### src/rtl/button_conditioner_pkg.sv
// Shared definitions for the push-button front end: clog2, hold-FSM encoding
// and default timing for a 100 MHz system clock.
package button_conditioner_pkg;

  function automatic int clog2(input int value);
    int      result;
    longint  span;
    result = 0;
    span   = 1;
    while (span < longint'(value)) begin
      span   = span << 1;
      result = result + 1;
    end
    return result;
  endfunction

  typedef enum logic [1:0] {
    IDLE      = 2'd0,
    HELD      = 2'd1,
    REPEATING = 2'd2
  } hold_state_e;

  localparam int SYS_CLK_HZ             = 100_000_000;
  localparam int DEF_DEBOUNCE_CYCLES    = SYS_CLK_HZ / 200;  // 5 ms
  localparam int DEF_LONG_PRESS_CYCLES  = SYS_CLK_HZ;        // 1 s
  localparam int DEF_REPEAT_CYCLES      = SYS_CLK_HZ / 4;    // 250 ms

endpackage

### src/rtl/button_channel.sv
// One button: 2-flop synchroniser, counter debouncer, edge strobes and
// long-press / auto-repeat hold FSM. All outputs registered.
module button_channel
  import button_conditioner_pkg::*;
#(
  parameter int DEBOUNCE_CYCLES   = DEF_DEBOUNCE_CYCLES,
  parameter int LONG_PRESS_CYCLES = DEF_LONG_PRESS_CYCLES,
  parameter int REPEAT_CYCLES     = DEF_REPEAT_CYCLES,
  parameter bit REPEAT_EN         = 1'b1
) (
  input  logic clk_i,
  input  logic rst_i,
  input  logic sig_i,
  output logic level_o,
  output logic press_o,
  output logic release_o,
  output logic long_press_o,
  output logic repeat_o
);

  localparam int DB_W     = clog2(DEBOUNCE_CYCLES) + 1;
  localparam int HOLD_MAX = (LONG_PRESS_CYCLES > REPEAT_CYCLES) ? LONG_PRESS_CYCLES : REPEAT_CYCLES;
  localparam int HOLD_W   = clog2(HOLD_MAX) + 1;

  localparam logic [DB_W-1:0]   DB_LAST = DB_W'(DEBOUNCE_CYCLES - 1);
  localparam logic [HOLD_W-1:0] LP_LAST = HOLD_W'(LONG_PRESS_CYCLES - 1);
  localparam logic [HOLD_W-1:0] LP_SAT  = HOLD_W'(LONG_PRESS_CYCLES);
  localparam logic [HOLD_W-1:0] RP_LAST = HOLD_W'(REPEAT_CYCLES - 1);

  logic              s1_q, s2_q;
  logic              level_q, level_d;
  logic [DB_W-1:0]   db_cnt_q, db_cnt_d;
  logic              rise, fall;
  hold_state_e       state_q;
  logic [HOLD_W-1:0] hold_cnt_q;
  logic              press_q, release_q, long_q, repeat_q;

  // Any sample matching the current level restarts the count.
  always_comb begin
    db_cnt_d = '0;
    level_d  = level_q;
    if (s2_q != level_q) begin
      if (db_cnt_q == DB_LAST) begin
        level_d = ~level_q;
      end else begin
        db_cnt_d = db_cnt_q + DB_W'(1);
      end
    end
  end

  assign rise = level_d & ~level_q;
  assign fall = ~level_d & level_q;

  always_ff @(posedge clk_i or posedge rst_i) begin
    if (rst_i) begin
      s1_q     <= 1'b0;
      s2_q     <= 1'b0;
      level_q  <= 1'b0;
      db_cnt_q <= '0;
    end else begin
      s1_q     <= sig_i;
      s2_q     <= s1_q;
      level_q  <= level_d;
      db_cnt_q <= db_cnt_d;
    end
  end

  // A falling level pre-empts everything, so no hold strobe lands on or after release.
  always_ff @(posedge clk_i or posedge rst_i) begin
    if (rst_i) begin
      state_q    <= IDLE;
      hold_cnt_q <= '0;
      press_q    <= 1'b0;
      release_q  <= 1'b0;
      long_q     <= 1'b0;
      repeat_q   <= 1'b0;
    end else begin
      press_q   <= rise;
      release_q <= fall;
      long_q    <= 1'b0;
      repeat_q  <= 1'b0;
      if (fall) begin
        state_q    <= IDLE;
        hold_cnt_q <= '0;
      end else begin
        case (state_q)
          IDLE: begin
            if (rise) begin
              state_q    <= HELD;
              hold_cnt_q <= '0;
            end
          end
          HELD: begin
            if (hold_cnt_q == LP_LAST) begin
              long_q <= 1'b1;
              if (REPEAT_EN) begin
                state_q    <= REPEATING;
                hold_cnt_q <= '0;
              end else begin
                hold_cnt_q <= LP_SAT;
              end
            end else if (hold_cnt_q != LP_SAT) begin
              hold_cnt_q <= hold_cnt_q + HOLD_W'(1);
            end
          end
          REPEATING: begin
            if (hold_cnt_q == RP_LAST) begin
              repeat_q   <= 1'b1;
              hold_cnt_q <= '0;
            end else begin
              hold_cnt_q <= hold_cnt_q + HOLD_W'(1);
            end
          end
          default: begin
            state_q    <= IDLE;
            hold_cnt_q <= '0;
          end
        endcase
      end
    end
  end

  assign level_o      = level_q;
  assign press_o      = press_q;
  assign release_o    = release_q;
  assign long_press_o = long_q;
  assign repeat_o     = repeat_q;

endmodule

### src/rtl/button_conditioner.sv
// N-channel push-button conditioner; one independent button_channel per input.
// evt is the combinational OR of the registered press and repeat strobes.
module button_conditioner
  import button_conditioner_pkg::*;
#(
  parameter int N_CH              = 5,
  parameter int DEBOUNCE_CYCLES   = DEF_DEBOUNCE_CYCLES,
  parameter int LONG_PRESS_CYCLES = DEF_LONG_PRESS_CYCLES,
  parameter int REPEAT_CYCLES     = DEF_REPEAT_CYCLES,
  parameter bit REPEAT_EN         = 1'b1
) (
  input  logic            clk_i,
  input  logic            rst_i,
  input  logic [N_CH-1:0] sig_i,
  output logic [N_CH-1:0] level_o,
  output logic [N_CH-1:0] press_o,
  output logic [N_CH-1:0] release_o,
  output logic [N_CH-1:0] long_press_o,
  output logic [N_CH-1:0] repeat_o,
  output logic [N_CH-1:0] evt_o
);

  for (genvar ch = 0; ch < N_CH; ch++) begin : g_ch
    button_channel #(
      .DEBOUNCE_CYCLES   (DEBOUNCE_CYCLES),
      .LONG_PRESS_CYCLES (LONG_PRESS_CYCLES),
      .REPEAT_CYCLES     (REPEAT_CYCLES),
      .REPEAT_EN         (REPEAT_EN)
    ) u_channel (
      .clk_i        (clk_i),
      .rst_i        (rst_i),
      .sig_i        (sig_i[ch]),
      .level_o      (level_o[ch]),
      .press_o      (press_o[ch]),
      .release_o    (release_o[ch]),
      .long_press_o (long_press_o[ch]),
      .repeat_o     (repeat_o[ch])
    );
  end

  assign evt_o = press_o | repeat_o;

endmodule

### config.mk
export PLATFORM = sky130hd
export DESIGN_NAME = button_conditioner
export DESIGN_NICKNAME = d
export VERILOG_FILES = /design/src/rtl/button_conditioner_pkg.sv /design/src/rtl/button_channel.sv /design/src/rtl/button_conditioner.sv
export SDC_FILE = /design/constraint.sdc
export NUM_CORES = 1
export LEC_CHECK = 0
export BUFFER_PORTS_ARGS = -buffer_cell sky130_fd_sc_hd__buf_2
export CAP_MARGIN = 20
export CORE_UTILIZATION = 48
export CTS_BUF_LIST = sky130_fd_sc_hd__clkbuf_4 sky130_fd_sc_hd__clkbuf_8
export CTS_CLUSTER_SIZE = 25
export DETAILED_ROUTE_END_ITERATION = 16
export SYNTH_ARGS = -nofsm -noshare
export SYNTH_HDL_FRONTEND = slang
export SYNTH_SLANG_ARGS = --single-unit
### constraint.sdc
create_clock -name clk_i -period 18.7 [get_ports clk_i]
set_input_delay 1.87 -clock clk_i [delete_from_list [all_inputs] [get_ports clk_i]]
set_output_delay 1.87 -clock clk_i [all_outputs]
set_load 0.02 [all_outputs]
==> flow_summary.toml <==
[yosys]
post-synth-top-area-cell = "dfrtp_1"
synth.yosys.seq_area_share_pct = 44.6
synthFlopType = "dfrtp_1"
number_of_instances_in_the_synthesized_netlist = 1737
synthesis_warnings = 0
syn_area_um2 = 16000
synth.area.top_cells = "dfrtp_1 45%, nor2_1 4.6%, nand2_1 4.0%"
synth_cell_types = 79
synthArstFlopShare_pct = 100
edff_count_synth = 0
netlist.area_leader.share_pct = 44.6
ys_ff_latch = 285
synthesis.nets = 1779
synth.avg_cell_area_um2 = 9.20

[detailed_routing]
drt_pre_antenna_iters = 5
wl_per_cell_um = 15.9
avgViaCountPerCell = 5.82
route.vias.total = 12939
postRouteAntennaNets = 0
first_iter_violations = 758
drt_wl_total_mm = 35.3
post-route-drc-count = 0

[global_route]
globalRouteOverflowTotal = 0
antenna_found_initial = 0
grt_pass1_wl_mm = 60.8
groute.usage.overall_pct = 21.5
first_global_vias = 12351
grt_max_degree = 152

[worst_setup_path]
critical_path_arrival_ns = 4.08
cp.buffers_inverters = 0
worst-setup-path-type = "reg2reg"
critical_path.startpoint_type = "flip-flop"
crit_slowest_cell = "a21oi_2"
crit_path_end_kind = "flip-flop"
cp_top_family = "simple AND/OR/NAND/NOR gates"
critical_path.cell_chain = "or4b_1, or4_1, or3_1, a21oi_2, nor2_1, a22o_1"
max_stage_delay_ns = 0.78
crit_path_max_fanout = 24
crit_required_ns = 19.17

[layout]
area.growth.synth_to_final_pct = 9.35
largest-register = "g_ch.u_channel.hold_cnt_q"
final_net_count = 1784
reg.largest.list = "g_ch.u_channel.hold_cnt_q: 140 flops, g_ch.u_channel.db_cnt_q: 100 flops, g_ch.u_channel.state_q: 10 flops"
layout.filler_cells = 3049
finalCoreUtilization_pct = 53.5
ant_diodes = 0
largest_register_ffs = 140
drive_above_1_share_pct = 11.2

[die]
die_width_um = 184
dieArea_um2 = 34000
die_h_um = 184
design.portCount = 37
floorplan.core_area_um2 = 32600
std_cell_rows = 66
initial_utilization_pct = 49.0

[clocking]
number_of_hold_buffers_added_after_cts = 0
clock_tree.htree_level_count = 2
sinks_on_the_clock_net = 285
post-cts-setup-buffers = 0
clock-root-buffer = "clkbuf_8"
clock_tree.buffer_depth = 3
clkTransAtPathRegs_ns = 0.06
clk_latency_ns = 0.59
post_cts.resized_instances = 0
cts-buffers-inserted = 52
tritoncts_clock_tree = "done"

[pwr]
power.density_nw_per_um2 = 73.8
vdd_ir_drop_max_mv = 0.0608
cellLeakagePower_uw = 0.00730

[timing]
hold_ws_ns = 0.350
achievable_freq_mhz = 277
final-max-slew-violation-count = 0
timing.clock.skew_ns = 0.0189
period_share_pct = 19.3
timing_worst_slew_pin_value_ns = 1.11
setup_total_negative_slack_ns = 0
time_the_final_worst_path_needs_with_i_o_delays_and_setup_ns = 3.61
setup_viol_count_final = 0
hold_violations = 0
unrepaired_setup_endpoints_after_global_routing = "no"
slew_headroom_pct = 25.3

[placed_design]
place_congestion = 0.849
buffer_ports.inserted = 36
post-dp-hpwl_mm = 23.1

[run]
cap_violations = 0

[hold_path]
worstHoldPathType = "reg2reg"

[outcome]
outcome = "complete, no violations"
[metal layers]
metal  GRT usage (%)  routed length, µm
met4            6.30                705
met1            30.5              17300
met5               0                  0
met2            33.6              15900
met3            3.38               1390
[power by group]
| group | total, µW | switching [µW] | leakage, µW | internal (µW) |
|---|---|---|---|---|
| clock network | 642 | 261 | 0.000614 | 381 |
| registers | 624 | 3.45 | 0.00395 | 621 |
| logic | 22.3 | 18.1 | 0.00274 | 4.21 |
| total | 1290 | 283 | 0.00730 | 1010 |
[synthesized netlist by cell type (39+ instances only)]
cell / count
nor2_1: 194
inv_1: 66
nand3_1: 111
o21ai_0: 46
a21o_1: 40
dfrtp_1: 285
xor2_1: 49
nand2_1: 172
and3_1: 39
nor3_1: 58
nand4_1: 63
clkbuf_1: 51
[final timing paths]
path / from / endpoint / slack, ns / depth (start not counted)
setup / recovery: g_ch[2].u_channel.hold_cnt_q[11] / g_ch[2].u_channel.hold_cnt_q[11] / 15.09 / 6
hold / removal: g_ch[2].u_channel.s1_q / g_ch[2].u_channel.s2_q / 0.35 / 0
setup reg to reg: g_ch[2].u_channel.hold_cnt_q[11] / g_ch[2].u_channel.hold_cnt_q[11] / 15.09 / 6
hold reg to reg: g_ch[2].u_channel.s1_q / g_ch[2].u_channel.s2_q / 0.35 / 0
max in group asynchronous: rst_i / g_ch[1].u_channel.hold_cnt_q[5] / 15.83 / 3
min in group asynchronous: rst_i / g_ch[0].u_channel.hold_cnt_q[21] / 1.53 / 2
[through the flow]
step | cell area, µm² | std cells | worst slack, ns | power (µW)
CTS | 17500 | 2222 | 15.07 | 1310
global placement | 16300 | 2129 | 15.11 | 659
global route | 17500 | 2222 | 14.85 | 1340
detailed placement | 16300 | 2130 | 15.08 | 659
finish | 17500 | 2222 | 15.09 | 1290
floorplan | 16000 | 1737 | 8.97 | 651
[kinds of logic after synthesis]
group / after synthesis / synth area share, %
AND/OR/NAND/NOR: 837 / 27.0
AO/OA/AOI/OAI: 322 / 15.4
flip-flops: 285 / 44.6
buffers and inverters: 161 / 4.72
XOR/XNOR: 87 / 4.77
adder cells (fa/ha/maj): 35 / 2.74
multiplexers: 10 / 0.674
[worst register-to-register path: stages, from the launching register on]
cell	delay (ns)
dfrtp_1	0.43
or4b_1	0.55
or4_1	0.45
or3_1	0.45
a21oi_2	0.78
nor2_1	0.51
a22o_1	0.33
[cell type report]
| cell class | instances | area [µm²] | area share [%] |
|---|---|---|---|
| repair buffers | 46 | 272 | 1.55 |
| clock inverters | 9 | 98.8 | 0.566 |
| multi-input cells | 1291 | 8110 | 46.4 |
| flip-flops and latches | 285 | 7130 | 40.8 |
| inverters | 66 | 255 | 1.46 |
| clock buffers | 83 | 1050 | 6.00 |
| well taps | 442 | 553 | 3.17 |
[cell usage in the layout, fill, tap and decap left out, types with 8 or more instances in the layout]
cell / Yosys / routed
or2_2: 18 / 18
nor4b_1: 12 / 12
o2bb2a_1: 19 / 19
nand4_1: 63 / 63
nor2_1: 194 / 193
clkbuf_4: 0 / 15
nand2b_1: 16 / 16
or4_1: 24 / 24
or3_1: 24 / 24
nor4_1: 33 / 33
nor2b_1: 8 / 8
xnor2_1: 38 / 38
o21bai_1: 15 / 15
buf_4: 26 / 8
and3_1: 39 / 39
dfrtp_1: 285 / 285
a21o_1: 40 / 40
o2bb2ai_1: 27 / 27
a22oi_1: 8 / 8
nand2_1: 172 / 172
inv_1: 66 / 65
and4_1: 17 / 17
a21oi_1: 28 / 26
a22o_2: 11 / 11
buf_2: 10 / 36
o41ai_1: 14 / 14
clkbuf_8: 0 / 68
o211ai_1: 10 / 10
ha_1: 35 / 35
nand3_1: 111 / 111
xor2_1: 49 / 49
o311ai_0: 8 / 8
and2_1: 10 / 10
a22o_1: 24 / 24
nor3_1: 58 / 58
o21ai_0: 46 / 46
o31ai_1: 28 / 28
No activity file was read; power rests on OpenSTA's default activity.
